===== config.mk =====
export PLATFORM = sky130hd
export DESIGN_NAME = sd_seq_ctrl_flat
export DESIGN_NICKNAME = d
export VERILOG_FILES = /design/src/rtl/sd_seq_ctrl_pkg.sv /design/src/rtl/sd_seq_ctrl_if.sv /design/src/rtl/sd_seq_ctrl_bit_tick_gen.sv /design/src/rtl/sd_seq_ctrl.sv /design/src/flat_wrapper.sv
export SDC_FILE = /design/constraint.sdc
export NUM_CORES = 1
export LEC_CHECK = 0
export ABC_AREA = 1
export CAP_MARGIN = 20
export CORE_AREA = 10 10 89 91
export CTS_BUF_LIST = sky130_fd_sc_hd__clkbuf_8 sky130_fd_sc_hd__clkbuf_16
export DETAILED_ROUTE_END_ITERATION = 12
export DIE_AREA = 0 0 99 101
export PLACE_DENSITY_LB_ADDON = 0.3
export SLEW_MARGIN = 20
export SYNTH_ARGS = -nofsm -noshare
export SYNTH_HDL_FRONTEND = slang
export SYNTH_SLANG_ARGS = --single-unit

===== constraint.sdc =====
create_clock -name clk -period 1.5 [get_ports clk]
set_input_delay 0.15 -clock clk [delete_from_list [all_inputs] [get_ports clk]]
set_output_delay 0.15 -clock clk [all_outputs]
set_load 0.01 [all_outputs]

===== src/rtl/sd_seq_ctrl_pkg.sv =====
// Shared definitions for the sequence-detector sequencing controller.
// Holds the FSM state encoding and the default parameter values used
// by the controller, its bus interface and its bit-period divider.
package sd_ctrl_pkg;

    localparam int DEF_WIDTH = 8;
    localparam int DEF_CNT_W = 4;
    localparam int DEF_DIV_W = 16;

    typedef enum logic [1:0] {
        IDLE  = 2'b00,
        SHIFT = 2'b01,
        DONE  = 2'b10
    } state_t;

endpackage


===== src/rtl/sd_seq_ctrl_if.sv =====
// Host/detector-side bus of sd_seq_ctrl.
// Signals:
//   start, data, div    host request (start strobe, test word, bit-period divider)
//   sd_i, sd_o          serial link to the detector (to its input, from its output)
//   busy, done          run status (busy during SHIFT/DONE, one-cycle done pulse)
//   match_cnt, match_pos run results (saturating hit count, per-bit hit map)
// Modports:
//   master  the side that issues runs and models the detector
//   slave   the controller itself
interface sd_seq_ctrl_if
    import sd_ctrl_pkg::*;
#(
    parameter int WIDTH = DEF_WIDTH,
    parameter int CNT_W = DEF_CNT_W,
    parameter int DIV_W = DEF_DIV_W
) ();

    logic             start;
    logic [WIDTH-1:0] data;
    logic [DIV_W-1:0] div;
    logic             sd_i;
    logic             sd_o;
    logic             busy;
    logic             done;
    logic [CNT_W-1:0] match_cnt;
    logic [WIDTH-1:0] match_pos;

    modport master (
        output start, data, div, sd_o,
        input  sd_i, busy, done, match_cnt, match_pos
    );

    modport slave (
        input  start, data, div, sd_o,
        output sd_i, busy, done, match_cnt, match_pos
    );

endinterface


===== src/rtl/sd_seq_ctrl_bit_tick_gen.sv =====
// Bit-period divider for sd_seq_ctrl.
// A DIV_W down-counter that reloads from div and flags the last cycle of
// each period, so a period lasts div+1 clk cycles.
// Ports:
//   clk    system clock
//   reset  synchronous active-high reset, clears the count
//   clear  restart the period (count reloads from div)
//   div    period length minus one
//   tick   high in the last cycle of each period
module bit_tick_gen
    import sd_ctrl_pkg::*;
#(
    parameter int DIV_W = DEF_DIV_W
) (
    input  logic             clk,
    input  logic             reset,
    input  logic             clear,
    input  logic [DIV_W-1:0] div,
    output logic             tick
);

    logic [DIV_W-1:0] cnt_q;

    assign tick = (cnt_q == '0);

    // Counting down to zero means div=all-ones never has to represent
    // 2**DIV_W in the counter itself.
    always_ff @(posedge clk) begin
        if (reset) begin
            cnt_q <= '0;
        end else if (clear || tick) begin
            cnt_q <= div;
        end else begin
            cnt_q <= cnt_q - 1'b1;
        end
    end

endmodule


===== src/rtl/sd_seq_ctrl.sv =====
// Sequencing controller for the serial sequence-detector datapath.
// On an accepted start it latches a test word and a bit-period divider,
// shifts the word MSB-first onto sd_i (div+1 cycles per bit), samples the
// detector output sd_o in the last cycle of each bit period and reports a
// saturating match count, a per-bit match map and a one-cycle done pulse.
// Ports:
//   clk    system clock, all logic on posedge
//   reset  synchronous active-high reset (aborts a run, no done pulse)
//   bus    sd_seq_ctrl_if slave modport: start/data/div in, sd_i out,
//          sd_o in, busy/done/match_cnt/match_pos out
module sd_seq_ctrl
    import sd_ctrl_pkg::*;
#(
    parameter int WIDTH = DEF_WIDTH,
    parameter int CNT_W = DEF_CNT_W,
    parameter int DIV_W = DEF_DIV_W
) (
    input  logic          clk,
    input  logic          reset,
    sd_seq_ctrl_if.slave  bus
);

    localparam int IDX_W = $clog2(WIDTH);

    state_t           state_q;
    state_t           state_d;
    logic [WIDTH-1:0] data_q;
    logic [DIV_W-1:0] div_q;
    logic [IDX_W-1:0] idx_q;
    logic [CNT_W-1:0] cnt_q;
    logic [WIDTH-1:0] pos_q;
    logic [DIV_W-1:0] div_sel;
    logic             tick;
    logic             accept;
    logic             sd_i_c;
    logic             busy_c;
    logic             done_c;

    assign accept = (state_q == IDLE) && bus.start;

    // Outside SHIFT the divider keeps reloading from the live div input, so
    // the first period of a run already uses the value latched with start.
    assign div_sel = (state_q == SHIFT) ? div_q : bus.div;

    bit_tick_gen #(
        .DIV_W (DIV_W)
    ) u_tick (
        .clk   (clk),
        .reset (reset),
        .clear (state_q != SHIFT),
        .div   (div_sel),
        .tick  (tick)
    );

    always_ff @(posedge clk) begin
        if (reset) begin
            state_q <= IDLE;
        end else begin
            state_q <= state_d;
        end
    end

    always_comb begin
        state_d = state_q;
        case (state_q)
            IDLE:    if (bus.start) state_d = SHIFT;
            SHIFT:   if (tick && (idx_q == '0)) state_d = DONE;
            DONE:    state_d = IDLE;
            default: state_d = IDLE;
        endcase
    end

    always_comb begin
        sd_i_c = 1'b1;
        busy_c = 1'b0;
        done_c = 1'b0;
        case (state_q)
            SHIFT: begin
                sd_i_c = data_q[idx_q];
                busy_c = 1'b1;
            end
            DONE: begin
                busy_c = 1'b1;
                done_c = 1'b1;
            end
            default: ;
        endcase
    end

    // Results are only touched by an accepted start or a sampled bit, so
    // they hold after done until the next run.
    always_ff @(posedge clk) begin
        if (reset) begin
            data_q <= '0;
            div_q  <= '0;
            idx_q  <= '0;
            cnt_q  <= '0;
            pos_q  <= '0;
        end else if (accept) begin
            data_q <= bus.data;
            div_q  <= bus.div;
            idx_q  <= IDX_W'(WIDTH - 1);
            cnt_q  <= '0;
            pos_q  <= '0;
        end else if ((state_q == SHIFT) && tick) begin
            if (bus.sd_o) begin
                pos_q[idx_q] <= 1'b1;
                if (cnt_q != '1) begin
                    cnt_q <= cnt_q + CNT_W'(1);
                end
            end
            if (idx_q != '0) begin
                idx_q <= idx_q - 1'b1;
            end
        end
    end

    assign bus.sd_i      = sd_i_c;
    assign bus.busy      = busy_c;
    assign bus.done      = done_c;
    assign bus.match_cnt = cnt_q;
    assign bus.match_pos = pos_q;

endmodule

===== src/flat_wrapper.sv =====
// flat-port wrapper written by rule: the top's interface ports become plain ports
module sd_seq_ctrl_flat import sd_ctrl_pkg::*;
#(
    parameter int WIDTH = DEF_WIDTH,
    parameter int CNT_W = DEF_CNT_W,
    parameter int DIV_W = DEF_DIV_W
)
  (clk, reset, bus_start, bus_data, bus_div, bus_sd_o, bus_sd_i, bus_busy, bus_done, bus_match_cnt, bus_match_pos);
  sd_seq_ctrl_if #(.WIDTH(WIDTH), .CNT_W(CNT_W), .DIV_W(DIV_W)) bus_i ();
  input  logic clk;
  input  logic reset;
  input wire logic [$bits(bus_i.start)-1:0] bus_start;
  input wire logic [$bits(bus_i.data)-1:0] bus_data;
  input wire logic [$bits(bus_i.div)-1:0] bus_div;
  input wire logic [$bits(bus_i.sd_o)-1:0] bus_sd_o;
  output wire logic [$bits(bus_i.sd_i)-1:0] bus_sd_i;
  output wire logic [$bits(bus_i.busy)-1:0] bus_busy;
  output wire logic [$bits(bus_i.done)-1:0] bus_done;
  output wire logic [$bits(bus_i.match_cnt)-1:0] bus_match_cnt;
  output wire logic [$bits(bus_i.match_pos)-1:0] bus_match_pos;
  assign bus_i.start = bus_start;
  assign bus_i.data = bus_data;
  assign bus_i.div = bus_div;
  assign bus_i.sd_o = bus_sd_o;
  assign bus_sd_i = bus_i.sd_i;
  assign bus_busy = bus_i.busy;
  assign bus_done = bus_i.done;
  assign bus_match_cnt = bus_i.match_cnt;
  assign bus_match_pos = bus_i.match_pos;
  sd_seq_ctrl #(.WIDTH(WIDTH), .CNT_W(CNT_W), .DIV_W(DIV_W)) u_core (.clk(clk), .reset(reset), .bus(bus_i));
endmodule

==> key figures, run 1 <==
Drt
  • DRT antenna net count: 0
  • First-pass DRT Iterations: 4
  • Initial DRC Count: 190
  • DRC errors left: 0
  • Via Count: 3086
  • Post-DR wirelength/cell: 14.8 um
  • DRT Wirelength: 8690 um
  • DR vias/cell: 5.26

Placed design
  • Pre-CTS WS: -0.277 ns
  • Placed inst area: 0.00366 mm^2
  • Dpl hpwl: around 5200 um
  • Placer congestion estimate: 0.904
  • Inst Count DP: 560
  • Port Buffer Count: 42

Power and ir drop
  • P_leak: between 1.5 and 2 nW
  • Worst VDD drop: 0.000810 V
  • Pwr/cell area: 1680 mW/mm^2

Critical path
  • Slowest-stage cell, CP: dfxtp_4
  • CP required: 1.35 ns
  • Largest fanout on the critical path: 4
  • Cell family with most CP delay: flip-flops
  • CP max stage delay: roughly 0.40 ns
  • Reg2Reg Setup Slack: about 0.030 ns
  • Worst setup EP type: output port
  • CP dominant cell by count: nand3_1
  • Reg2reg start: u_core.u_tick.cnt_q[0]$_SDFF_PP0_
  • Reg-to-Reg End: u_core.u_tick.cnt_q[3]$_SDFF_PP0_
  • Worst Path Arrival: 1.39 ns
  • Crit path from: u_core.idx_q[0]$_SDFFE_PP0P_
  • Cell Chain, Critical Path: buf_6 -> nand3_1 -> o21ai_2 -> a21oi_2 -> nand3_1 -> buf_2
  • Worst Setup EP: bus_sd_i
  • Worst R2R Path Depth: 9
  • Worst Setup Start Kind: flip-flop
  • Levels on crit path: 6
  • Crit path kind: reg -> out
  • WP buf/inv: 2

Logic synthesis
  • Post-synthesis sequential area ratio: 0.384
  • Most common cell in the netlist: nand2_1
  • Ys flop type: dfxtp_1
  • Yosys reg bits: 57
  • Cell Area, Synth: 0.00298 mm^2
  • Largest cells by area after synthesis: dfxtp_1, nand2_1, a21oi_1
  • Syn nets: between 400 and 500
  • EDFF count, synth: 0
  • Largest family of logic cells by synthesized area: simple AND/OR/NAND/NOR gates
  • Number of distinct library cells after synthesis: 29
  • Avg Inst Size Synth: 6.95 um^2
  • Largest area contributor in the netlist: dfxtp_1
  • Gate Count Post-Synth: 428
  • Mux contribution to synthesized area: 0
  • Yosys top cell area share: 0.384
  • Commonest cells post-synth: nand2_1, dfxtp_1, a21oi_1, inv_1, nor2_1
  • Synth warnings: 0
  • Synth Area in Simple Gates: 0.330
  • Xor/xnor share of the synthesized area: 0.0265
  • Asr flop ratio synth: 0
  • Post-Synth Adder-Cell Area: 0.0336
  • Post-synthesis compound-gate area fraction: 0.135

Run
  • Maxcap violations: 0

CTS
  • Clock Latency Late Sink: 0.34 ns
  • CTS Root Cell: clkbuf_8
  • CTS tree: done
  • CTS clock-pin slew for the worst setup and hold paths: approximately 0.060 ns
  • # clock sinks: 57
  • Clk buf depth: 2
  • H-tree levels: 3
  • Post-CTS Hold Buffers: 0
  • CTS Buf Count: 9

Die
  • Num ports: 43
  • Die Wd: 99 um
  • Core Region: 0.00620 mm^2
  • Initial Utilization: 0.480
  • Die ar.: 0.0100 mm^2
  • Cell row count: 29
  • Die Y: 101 um

Final layout
  • Final core occ: 0.682
  • Ratio of cells with drive above 1 in the final layout: 0.273
  • Antenna cells: 0
  • NumNets Final: 542
  • Design area: 0.00423 mm^2
  • Final cell count without fillers: between 500 and 600
  • Layout area overhead: 42.2%

GRT
  • Total GRT Usage: 0.149
  • GRT overflow: 0
  • Largest net degree at the start of global routing: 42
  • Vias in the first global route: about 2800
  • Initial antenna violation count: 0
  • First-pass GRT wire length: 12500 um

STA
  • Slew Limit Fails: 0
  • Hold_ws: 0.376 ns
  • Crit share post-route: 1.03
  • Setup violators final: 1
  • Fin crit period: ~1.5 ns
  • Slew headroom: 0.789
  • Fmax: 649 MHz
  • Worst clock skew: around 0.013 ns
  • Final Hold Viols: 0
  • Worst-Margin Slew: 0.316 ns
  • RSZ-0062 raised after global routing: true
  • Final worst setup slack: -0.0420 ns

Outcome
  • Failing checks: setup timing
  • Status: finished with violations

Hold path
  • HP Class: in -> reg
## stage by stage
step / power (mW) / TNS [ns]
floorplan: 3.99 / 0
global placement: 4.84 / -0.476
detailed placement: 4.90 / -1.08
CTS: 6.39 / -0.0331
global route: 7.57 / -0.408
finish: 7.12 / -0.0420
## cell usage in the layout, fill, tap and decap left out, types with 5 or more instances in the layout
master	count
nor2_2	6
nor2_1	26
buf_4	29
a21oi_2	9
a211oi_1	10
nand3b_1	6
nand2_1	133
buf_6	5
xor2_1	6
nand2_2	7
clkbuf_8	10
nor2_4	5
inv_2	9
nand3_2	9
dfxtp_2	9
clkdlybuf4s50_1	38
nand3_1	14
a21oi_1	41
o21ai_1	9
dfxtp_1	45
inv_1	31
## layer usage
layer / wire [um] / track usage
met1: 3780 / 0.181
met4: 173 / 0.0761
met2: 4270 / 0.243
met3: 458 / 0.0281
met5: 0 / 0
## cell families (layout without fill, tap and decap cells)
logic type / count (synthesis) / after routing
buffers and inverters: 62 / 143
AND/OR/NAND/NOR: 218 / 219
XOR/XNOR: 9 / 9
adder cells (fa/ha/maj): 8 / 8
flip-flops: 57 / 57
AO/OA/AOI/OAI: 74 / 74
## worst reg2reg max path: cells and delay by family, from the launching register on
kind,cells,cell delay [ns]
flip-flops,1,0.32
AND/OR/NAND/NOR,5,0.58
buffers and inverters,2,0.20
adder cells (fa/ha/maj),1,0.15
AO/OA/AOI/OAI,1,0.15
## timing repair
item	4_1_cts	5_1_grt
gates resized for setup	33	78
gates cloned	2	3
setup buffers	0	7
endpoints found under the setup margin	26	57
pin swaps	5	29
## state kept, by name, indices dropped and copies added (netlist names)
name and count:
u_core.div_q 16, u_core.u_tick.cnt_q 16, u_core.bus.match_cnt 4, u_core.bus.match_pos 8, u_core.idx_q 3, u_core.data_q 8
u_core.state_q 2
## how the worst min path moves through the flow
stage                                              start                                   end  depth (start not counted)
floorplan                                    bus_data[0]         u_core.data_q[0]$_SDFFE_PP0P_                          2
global placement    u_core.bus.match_pos[2]$_SDFFE_PP0P_  u_core.bus.match_pos[2]$_SDFFE_PP0P_                          2
detailed placement  u_core.bus.match_pos[7]$_SDFFE_PP0P_  u_core.bus.match_pos[7]$_SDFFE_PP0P_                          2
CTS                                          bus_data[2]         u_core.data_q[2]$_SDFFE_PP0P_                          3
global route                                 bus_data[6]         u_core.data_q[6]$_SDFFE_PP0P_                          3
finish                                       bus_data[2]         u_core.data_q[2]$_SDFFE_PP0P_                          3
## power breakdown
| part | switching (mW) | internal [mW] |
|---|---|---|
| Sequential | 0.296 | 1.83 |
| Combinational | 2.12 | 1.65 |
| Clock | 0.603 | 0.616 |
| Total | 3.02 | 4.10 |
## area by class of cell
class,instances,area (um^2)
clock buffers,10,138
clock inverters,5,23.8
fillers,478,1970
inverters,44,188
multi-input cells,310,1780
flip-flops and latches,57,1160
well taps,77,96.3
repair buffers,84,847
Note: power is estimated with default switching activity, not from simulation.
==> inputs of run 2 (changes only) <==
- RECOVER_POWER: default -> 100
==> key figures, run 2 (same netlist as run 1, synthesis figures left out) <==
Critical path
  • Reg2Reg Setup Slack: -0.04 ns
  • Largest fanout on the critical path: 4
  • CP required: 1.35 ns
  • Worst Setup Start Kind: flip-flop
  • Worst setup EP type: output port
  • Worst Path Arrival: 1.39 ns
  • Crit path kind: reg -> out

Drt
  • Post-DR wirelength/cell: 14.9 um
  • DRT antenna net count: 0
  • DRC errors left: 0
  • DRT Wirelength: a little under 9000 um
  • DR vias/cell: around 5.2
  • Via Count: 3076
  • Initial DRC Count: 186
  • First-pass DRT Iterations: 4

Die
  • Die Wd: 99 um
  • Die ar.: ~0.01 mm^2
  • Initial Utilization: 0.480
  • Num ports: 43
  • Core Region: 0.00620 mm^2
  • Die Y: 101 um
  • Cell row count: 29

STA
  • Setup violators final: 5
  • Setup TNS: -0.0934 ns
  • RSZ-0062 raised after global routing: true
  • Final Hold Viols: 0
  • Slew headroom: 0.793
  • Fin crit period: 1.54 ns
  • Slew Limit Fails: 0
  • Hold_ws: 0.377 ns
  • Final worst setup slack: -0.0417 ns
  • Crit share post-route: 1.03
  • Fmax: 649 MHz
  • Worst clock skew: 0.0129 ns
  • Worst-Margin Slew: 0.310 ns

CTS
  • Post-CTS Hold Buffers: 0
  • Clock Latency Late Sink: 0.33 ns
  • CTS clock-pin slew for the worst setup and hold paths: 0.06 ns
  • CTS Buf Count: 9
  • CTS tree: done
  • H-tree levels: 3
  • CTS Root Cell: clkbuf_8
  • # clock sinks: 57
  • Clk buf depth: 2

Final layout
  • Final core occ: 0.674
  • # fillers: 486
  • Ratio of cells with drive above 1 in the final layout: 0.269
  • NumNets Final: 542
  • Design area: 0.00418 mm^2
  • Most frequent cells in the layout: nand2_1, dfxtp_1, a21oi_1
  • Antenna cells: 0
  • Commonest non-fill, non-tap cell in the layout: nand2_1
  • Layout area overhead: 40.5%
  • Top flop regs: u_core.div_q: 16 flops, u_core.u_tick.cnt_q: 16 flops

GRT
  • First-pass GRT wire length: 12500 um
  • Largest net degree at the start of global routing: 42
  • Vias in the first global route: 2785
  • GRT overflow: 0
  • Total GRT Usage: 0.149
  • Initial antenna violation count: 0

Outcome
  • Status: finished with violations
  • Failing checks: setup timing

Power and ir drop
  • Worst VDD drop: 0.000805 V
  • P_leak: 1.83 nW
  • Overall power: ~7.0 mW
  • Pwr/cell area: 1680 mW/mm^2

Placed design
  • Placed inst area: 0.00366 mm^2
  • Dpl hpwl: 5190 um
  • Placer congestion estimate: 0.904
  • Port Buffer Count: 42

Hold path
  • HP Class: in -> reg

Run
  • Maxcap violations: 0
run 2: changes by cell type in the layout (fill, tap and decap cells not counted), sizes merged:
cell and delta:
clkdlybuf4s25 +1, buf -1, dlygate4sd3 +8, clkbuf +1, dlymetal6s2s -1, clkdlybuf4s50 -8
run 2: worst paths after layout:
kind	startpoint	end	cells past startpoint
setup / recovery	u_core.idx_q[0]$_SDFFE_PP0P_	bus_sd_i	6
hold / removal	bus_data[2]	u_core.data_q[2]$_SDFFE_PP0P_	3
setup reg to reg	u_core.state_q[1]$_SDFFE_PP0P_	u_core.idx_q[2]$_SDFFE_PP0P_	8
hold reg to reg	u_core.bus.match_pos[7]$_SDFFE_PP0P_	u_core.bus.match_pos[7]$_SDFFE_PP0P_	2
run 2: timing repair:
item,CTS,global route
endpoints found under the setup margin,26,57
gates resized for setup,33,78
buffers inserted,0,7
cloned,2,3
pin swaps,5,29
run 2: layout make-up:
cell class | count | area, um^2 | area share
multi-input cells | 310 | 1760 | 0.420
clock buffers | 10 | 138 | 0.0329
well taps | 77 | 96.3 | 0.0230
clock inverters | 5 | 23.8 | 0.00569
flip-flops and latches | 57 | 1160 | 0.278
repair buffers | 84 | 820 | 0.196
inverters | 44 | 185 | 0.0443
run 2: critical path: stages, from the launching register on:
cell and delay, ns:
dfxtp_4 0.40, buf_6 0.13, nand3_1 0.11, o21ai_2 0.18, a21oi_2 0.05, nand3_1 0.07, buf_2 0.13
run 2: metal layers:
layer,global-route usage,vias up,part of all wire
met4,0.0761,0,0.022
met2,0.243,99,0.49
met1,0.181,1437,0.43
met3,0.0281,17,0.059
met5,0,-,0
li1,-,1523,-
run 2: stage by stage:
step                      instances  setup slack (ns)
after floorplan                 428            0.0397
final                           587           -0.0417
after global routing            587            -0.112
after detailed placement        560            -0.277
after CTS                       577           -0.0331
after global placement          560            -0.117
run 2: where the power goes:
group	switching (mW)	total (mW)	leakage, nW	internal [mW]
clock	0.601	1.22	0.0929	0.616
sequential	0.295	2.13	0.474	1.83
combinational	2.10	3.70	1.27	1.60
total	3.00	7.04	1.83	4.05
==> inputs of run 3 (changes only) <==
- CAP_MARGIN: 20 -> default
==> results of run 3 <==
Final layout, timing and power as in run 2 (identical DEF).
